### src/rtl/arb_pkg.sv
// Shared constants, state type and helpers for the 4-way round-robin arbiter.
package arb_pkg;
  localparam int NREQ  = 4;
  localparam int IDX_W = 2;
  localparam int CNT_W = 8;

  typedef enum logic {ARB_IDLE, ARB_OWNED} arb_state_e;

  function automatic logic [IDX_W-1:0] oh_to_idx(input logic [NREQ-1:0] oh);
    logic [IDX_W-1:0] idx;
    idx = '0;
    for (int i = 0; i < NREQ; i++) begin
      if (oh[i]) idx = idx | IDX_W'(i);
    end
    return idx;
  endfunction
endpackage

### src/rtl/arb_rr4_sel_rr_pick.sv
// Combinational round-robin picker: first eligible request after Ptr, wrapping,
// with Ptr itself searched last.
module rr_pick
  import arb_pkg::*;
(
  input  logic [NREQ-1:0]  Req,
  input  logic [IDX_W-1:0] Ptr,
  input  logic [NREQ-1:0]  Mask,
  output logic [NREQ-1:0]  Pick,
  output logic             Any
);
  logic [NREQ-1:0] elig;

  genvar gi;
  generate
    for (gi = 0; gi < NREQ; gi++) begin : g_elig
      assign elig[gi] = Req[gi] & ~Mask[gi];
    end
  endgenerate

  assign Any = |elig;

  always_comb begin
    logic             found;
    logic [IDX_W-1:0] idx;
    Pick  = '0;
    found = 1'b0;
    idx   = '0;
    // Offset NREQ wraps back to Ptr, so the last winner is considered last.
    for (int k = 1; k <= NREQ; k++) begin
      idx = Ptr + IDX_W'(k);
      if (!found && elig[idx]) begin
        Pick[idx] = 1'b1;
        found     = 1'b1;
      end
    end
  end
endmodule

### src/rtl/arb_rr4_sel.sv
// 4-requester round-robin arbiter with multi-beat grant hold and registered one-hot grant.
// Optional forced release after TIMEOUT cycles when ARB_TIMEOUT_EN is defined.
module arb_rr4_sel
  import arb_pkg::*;
#(
  parameter int TIMEOUT = 16
) (
  input  logic             clk,
  input  logic             reset_n,
  input  logic [NREQ-1:0]  Req,
  input  logic [NREQ-1:0]  Last,
  input  logic             Stall,
  output logic [NREQ-1:0]  GrantOH,
  output logic [IDX_W-1:0] GrantIdx,
  output logic             Busy,
  output logic             Timeout
);
  generate
    if (TIMEOUT < 2 || TIMEOUT > (1 << CNT_W) - 1) begin : g_bad_timeout
      $error("arb_rr4_sel: TIMEOUT out of range 2..255");
    end
  endgenerate

  arb_state_e       state_reg, state_next;
  logic [NREQ-1:0]  grant_reg, grant_next;
  logic [IDX_W-1:0] ptr_reg, ptr_next;
  logic             owner_req, owner_last, force_rel, rel;
  logic [NREQ-1:0]  mask, pick;
  logic             pick_any;

  assign owner_req  = |(Req & grant_reg);
  assign owner_last = |(Req & Last & grant_reg);

`ifdef ARB_TIMEOUT_EN
  logic [CNT_W-1:0] cnt_reg, cnt_next;
  logic             timeout_reg, timeout_next;

  assign force_rel = (state_reg == ARB_OWNED) && owner_req && !owner_last &&
                     (cnt_reg == CNT_W'(TIMEOUT - 1));

  always_comb begin
    cnt_next     = cnt_reg;
    timeout_next = 1'b0;
    if (!Stall) begin
      timeout_next = force_rel;
      if (state_reg == ARB_IDLE || rel) begin
        if (pick_any) cnt_next = '0;
      end else begin
        cnt_next = cnt_reg + 1'b1;
      end
    end
  end

  always_ff @(posedge clk or negedge reset_n) begin
    if (!reset_n) begin
      cnt_reg     <= '0;
      timeout_reg <= 1'b0;
    end else begin
      cnt_reg     <= cnt_next;
      timeout_reg <= timeout_next;
    end
  end

  assign Timeout = timeout_reg;
`else
  assign force_rel = 1'b0;
  assign Timeout   = 1'b0;
`endif

  assign rel = (state_reg == ARB_OWNED) && (!owner_req || owner_last || force_rel);

  // A completed or revoked owner sits out the immediate re-arbitration.
  assign mask = (owner_last || force_rel) ? grant_reg : '0;

  rr_pick u_pick (
    .Req  (Req),
    .Ptr  (ptr_reg),
    .Mask (mask),
    .Pick (pick),
    .Any  (pick_any)
  );

  always_comb begin
    state_next = state_reg;
    grant_next = grant_reg;
    ptr_next   = ptr_reg;
    if (!Stall && (state_reg == ARB_IDLE || rel)) begin
      if (pick_any) begin
        state_next = ARB_OWNED;
        grant_next = pick;
        ptr_next   = oh_to_idx(pick);
      end else begin
        state_next = ARB_IDLE;
        grant_next = '0;
      end
    end
  end

  always_ff @(posedge clk or negedge reset_n) begin
    if (!reset_n) begin
      state_reg <= ARB_IDLE;
      grant_reg <= '0;
      ptr_reg   <= IDX_W'(NREQ - 1);
    end else begin
      state_reg <= state_next;
      grant_reg <= grant_next;
      ptr_reg   <= ptr_next;
    end
  end

  assign GrantOH  = grant_reg;
  assign GrantIdx = oh_to_idx(grant_reg);
  assign Busy     = |grant_reg;
endmodule

### config.mk
export PLATFORM = sky130hd
export DESIGN_NAME = arb_rr4_sel
export DESIGN_NICKNAME = d
export VERILOG_FILES = /design/src/rtl/arb_pkg.sv /design/src/rtl/arb_rr4_sel_rr_pick.sv /design/src/rtl/arb_rr4_sel.sv
export SDC_FILE = /design/constraint.sdc
export NUM_CORES = 1
export LEC_CHECK = 0
export ABC_CLOCK_PERIOD_IN_PS = 5500
export BUFFER_PORTS_ARGS = -buffer_cell sky130_fd_sc_hd__clkbuf_2
export CAP_MARGIN = 20
export CELL_PAD_IN_SITES_DETAIL_PLACEMENT = 0
export CELL_PAD_IN_SITES_GLOBAL_PLACEMENT = 1
export CORE_UTILIZATION = 23
export CTS_CLUSTER_SIZE = 25
export DETAILED_ROUTE_END_ITERATION = 16
export HOLD_SLACK_MARGIN = 0.08
export PLACE_DENSITY = 0.48
export REMOVE_ABC_BUFFERS = 1
export SLEW_MARGIN = 20
export SYNTH_ARGS = -nofsm -noshare
export SYNTH_HDL_FRONTEND = slang
export SYNTH_SLANG_ARGS = --single-unit
### constraint.sdc
create_clock -name clk -period 5.5 [get_ports clk]
set_clock_uncertainty 0.2 [all_clocks]
set_input_delay 1.1 -clock clk [delete_from_list [all_inputs] [get_ports clk]]
set_output_delay 1.1 -clock clk [all_outputs]
set_load 0.1 [all_outputs]
Word-level counts from Yosys, hierarchy flattened
Cells that the tools add are included.

Multiplexer cells: 32. $lt $le $gt $ge: 8. Add/subtract/negate cells: 3. Bitwise logic cells: 15. Reduce and logical (&&, ||, !) cells: 21.

Operator list (count): 2-to-1 mux 4 bit (6); OR reduction 4 bit (4); 2-to-1 mux 1 bit (14); bitwise AND 4 bit (3); < comparator 2 x 3 -> 1 bit, second input constant (4); bitwise OR 4 bit (3); logical AND 1 bit (9); binary-select mux 1 bit (select 2 bit) (4); demux 1 bit (select 2 bit) (4); >= comparator 2 x 1 -> 1 bit, second input constant (4); 2-to-1 mux 2 bit (4); logical NOT 1 bit (5); inverter 1 bit (5); adder 2 bit, second input constant (2); bitwise AND 1 bit (4); adder 2 x 1 -> 2 bit, second input constant (1); logical OR 1 bit (2); AND reduction 2 bit (1).

Word-level logic and storage cells: 82. Bits in registers: 7. Output and inout bits: 8.

Depth between registers and ports, before layout
Word-level depth: 21. Mapped depth: 11.

By module
Synthesis repeated with hierarchy kept, for this count alone.

Cell total of the unflattened synthesis: 96. Area total of the unflattened synthesis: 857.1 µm².

By module, submodules not included: rr_pick (area an instance 434.2 µm², cells each 52, sequential area each 0.0 µm², times used 1); arb_rr4_sel (area an instance 422.9 µm², cells each 44, sequential area each 177.7 µm², times used 1).

Worst setup path after synthesis
OpenSTA, ideal clock, no wires.

Kind: register to output. Start: reg grant_reg[3], in the netlist GrantOH[3]. End: out Busy. Arrival: 2370 ps. Slack: 1830 ps. Cell stages (with the launch flop): 3. Cell sequence: dfrtp_1 -> or2_2 -> or3_1.

Longest elaborated chain between the ends: 1.

Ends and longest elaborated chain: from (decl) (RTL line arb_rr4_sel.sv:25) `logic [NREQ-1:0] grant_reg, grant_next;`; from (signal assigned) (RTL line arb_rr4_sel.sv:106) `grant_reg <= grant_next;`; OR reduction 4 bit (RTL line arb_rr4_sel.sv:113) `assign Busy = |grant_reg;`; to (decl) (RTL line arb_rr4_sel.sv:15) `output logic Busy,`.

No other way between the ends.

Worst setup path in the final report
Start: in Req[3]. End: reg grant_reg[3], in the netlist GrantOH[3].

Longest elaborated chain between the ends: 19.

Ends and longest elaborated chain: from (decl) (RTL line arb_rr4_sel.sv:10) `input logic [NREQ-1:0] Req,`; bitwise AND 4 bit (2 in a row) (RTL line arb_rr4_sel.sv:32) `assign owner_last = |(Req & Last & grant_reg);`; OR reduction 4 bit (RTL line arb_rr4_sel.sv:32); 2-to-1 mux 4 bit (RTL line arb_rr4_sel.sv:73) `assign mask = (owner_last || force_rel) ? grant_reg : '0;`; inverter 1 bit (RTL line arb_rr4_sel_rr_pick.sv:17) `assign elig[gi] = Req[gi] & ~Mask[gi];`; bitwise AND 1 bit (RTL line arb_rr4_sel_rr_pick.sv:17); binary-select mux 1 bit (select 2 bit) (RTL line arb_rr4_sel_rr_pick.sv:32) `if (!found && elig[idx]) begin`; 2-to-1 mux 1 bit (implied by the code) (RTL line arb_rr4_sel_rr_pick.sv:32); 2-to-1 mux 1 bit (RTL line arb_rr4_sel_rr_pick.sv:32); [... 2 more ...]; 2-to-1 mux 1 bit (RTL line arb_rr4_sel_rr_pick.sv:32); logical NOT 1 bit (RTL line arb_rr4_sel_rr_pick.sv:32); logical AND 1 bit (RTL line arb_rr4_sel_rr_pick.sv:32); 2-to-1 mux 1 bit (RTL line arb_rr4_sel_rr_pick.sv:32); logical NOT 1 bit (RTL line arb_rr4_sel_rr_pick.sv:32); logical AND 1 bit (RTL line arb_rr4_sel_rr_pick.sv:32); 2-to-1 mux 4 bit (RTL line arb_rr4_sel_rr_pick.sv:32); 2-to-1 mux 4 bit (RTL line arb_rr4_sel.sv:88) `if (pick_any) begin`.

Several ways; a longest one is shown, not always the timed one. The select of a mux whose other input is x is not followed. A chain may end at the register's enable or synchronous reset.

==> key figures <==
Clocking
  – Cts bufs inserted: 3
  – CTS Hold Bufs: 0
  – Clk sinks: 7
  – Clock-pin transition on the worst setup and hold timing paths: around 0.04 ns
  – Setup bufs post-CTS: 0
  – H-tree levels: 1
  – Worst skew pair latency: about 0.22 ns
  – CTS tree: done
  – CTS root buf: clkbuf_8
  – Clock tree buffer depth: 2
  – Post-cts sizing count: 0

GRT
  – Gr usage total: approximately an eighth
  – Overflow after GRT: 0
  – Vias in the first global route: roughly 930
  – Global routing usage on met1: about 16%
  – Antenna violations before repair: 0
  – Largest net degree at the start of global routing: 14
  – Global-route wire length before repair: around 4.3 mm
  – Grt met3 use: 1.39%
  – Gr busiest metal: met2
  – Grt met2 use: 22.9%

Routing
  – DR WL/cell: about 14 µm
  – Routed wire length: approximately 2.6 mm
  – First drt pass iteration count: 4
  – Vias: 931
  – Vias/cell: 5.23
  – Post-route ant nets: 0
  – Iteration-0 DRC count of the detailed router: 33
  – Drt drc: 0

Timing
  – Final setup fails: 0
  – Fmax achieved: roughly 300 MHz
  – Period utilisation layout: about three fifths
  – RSZ-0062 raised after global routing: no
  – Final min period: ~3.4 ns
  – Worst-Margin Slew: slightly above 0.5 ns
  – Final hold vios: 0
  – Slew Viols, Final: 0
  – Max-slew headroom: about two thirds
  – Setup TNS: 0 ns

Logic synthesis
  – Post-synthesis compound-gate area fraction: between 30 and 40%
  – Avg Cell Area, Syn: between 8 and 9 µm²
  – Post-Syn Area: just over 900 µm²
  – Synth Instances: 115
  – Synth top area share: roughly 13%
  – Synth unique cells: 42
  – Seq cells post-synth: 7
  – Multiplexer share of the synthesized area: 0%
  – Adder-cell share of the synthesized area: between 10% and 20%
  – Total of warnings raised by yosys: 0
  – Area contributors post-synth: dfrtp_1 13%, ha_1 11%, o21ai_0 6.5%
  – Xor/xnor share of the synthesized area: 0%
  – Seq/Total Area, Yosys: between 10% and 20%
  – Post-synth EDFFs: 0
  – Post-Synth Simple-Gate Area: around a quarter
  – Synth Flop Type: dfrtp_1
  – Combinational family with the most area after synthesis: compound AO/OA/AOI/OAI gates
  – Share of flip-flops with an asynchronous set or reset: 100%
  – Post-synth top area cell: dfrtp_1

Die
  – Die Width: roughly 65 µm
  – # rows: 22
  – Die area: ~0.0043 mm²
  – Starting Density: 24.6%
  – Top-level port count: 19
  – Core Area: around 0.0038 mm²
  – DIE HEIGHT: 65.5 µm

Cells and area
  – Total Nets Final: 150
  – Largest register FFs: 4
  – Area growth syn-to-layout: 16.5%
  – Share of cells above drive strength 1: 22.3%
  – Diodes inserted: 0
  – Layout fillers: 402
  – Fin area: 0.00108 mm²

Flow run
  – Max-capacitance violation count: 0

Worst setup path
  – Setup CP Type: input port to flop
  – Critical Path Max Stage Delay: 0.55 ns
  – Delay-heaviest family, CP: compound AO/OA/AOI/OAI gates
  – CP arrival: around 3.3 ns
  – Maximum fanout along the worst path: 9
  – Critical path's most frequent cell: o21ai_0
  – Setup crit start kind: input port
  – Worst path cell trace: clkbuf_2 > and3_1 > o41ai_2 > o21ai_0 > o22a_1 > a21boi_1 > a222oi_1 > o21ai_0
  – Crit end category: flop
  – CP Data Required Time: roughly 5.4 ns
  – Max stage delay cell, worst path: o41ai_2
  – Buffers and inverters on the worst path: 1

Min path
  – Hold WC Path Type: flop to flop

Place
  – Dpl cell area: 0.00103 mm²
  – GP Congestion: roughly 0.77
  – PortBufs: 17
  – HPWL Detailed: approximately 2.0 mm

Outcome
  – Status: finished clean
[through the flow]
stage               setup slack [ns]  hold WS (ns)  instances  utilization (%)
floorplan                       1.83         0.240        109                -
CTS                             2.10         0.291        178             28.6
detailed placement              1.88         0.281        174             27.4
global placement                1.79         0.290        174             27.4
finish                          2.10         0.281        178             28.6
global route                    1.93         0.336        178             28.6
[cell usage after synthesis (3+ instances only)]
master    instances
nand3_1           7
a31oi_1           5
and3_1            4
inv_1             4
o21ai_0          12
nor2b_1           4
nand2_1          10
or3_1             3
ha_1              8
a221oi_1          4
nor2_1            7
dfrtp_1           5
[layout make-up]
cell class | instances | area, µm² | area share [%]
multi-input cells | 98 | 697 | 64.5
flip-flops and latches | 7 | 178 | 16.5
repair buffers | 17 | 85.1 | 7.88
well taps | 48 | 60.1 | 5.56
clock buffers | 4 | 45.0 | 4.17
inverters | 4 | 15.0 | 1.39
[cells by family after synthesis]
| logic type | Yosys count |
|---|---|
| AOI/OAI and AO/OA | 45 |
| adders and majority gates | 8 |
| buffers and inverters | 10 |
| DFF | 7 |
| other | 1 |
| and+or+nand+nor | 44 |
[path summary, 6_finish.rpt]
kind,start,to,slack (ns),cells after the start
hold / removal,state_reg,state_reg,0.28,2
setup reg to reg,ptr_reg[0],GrantOH[3],2.26,7
hold reg to reg,state_reg,state_reg,0.28,2
setup / recovery,Req[3],GrantOH[3],2.10,8
max in group asynchronous,reset_n,ptr_reg[1],4.36,1
min in group asynchronous,reset_n,GrantOH[0],0.50,1
[placed cells by master, fill, tap and decap left out, drive strengths merged, types with 2 or more instances in the layout]
cell type  instances
clkbuf            21
o21ai             12
nand2             10
ha                 8
nand3              7
nor2               7
dfrtp              5
a31oi              5
and3               5
inv                4
nor2b              4
a221oi             4
or3                3
a41oi              3
or2                2
a22o               2
and2               2
a211oi             2
a21oi              2
and4               2
a221o              2
a222oi             2
dfstp              2
o41ai              2
a21boi             2
[per-layer routing]
layer	vias up	wire length, µm
li1	479	-
met3	2	66
met5	-	0
met4	0	25
met2	14	1240
met1	436	1220
[worst reg2reg max path, cell delays in order (launching register included)]
cell and delay, ns:
dfstp_2 0.68, inv_1 0.24, ha_1 0.50, nor2_1 0.11
a221o_1 0.41, or3_1 0.37, a222oi_1 0.46, o21ai_0 0.13
Power is left out: the tool's default activity adds up to more than one toggle a clock period on the data nets, which glitch-free logic cannot reach.
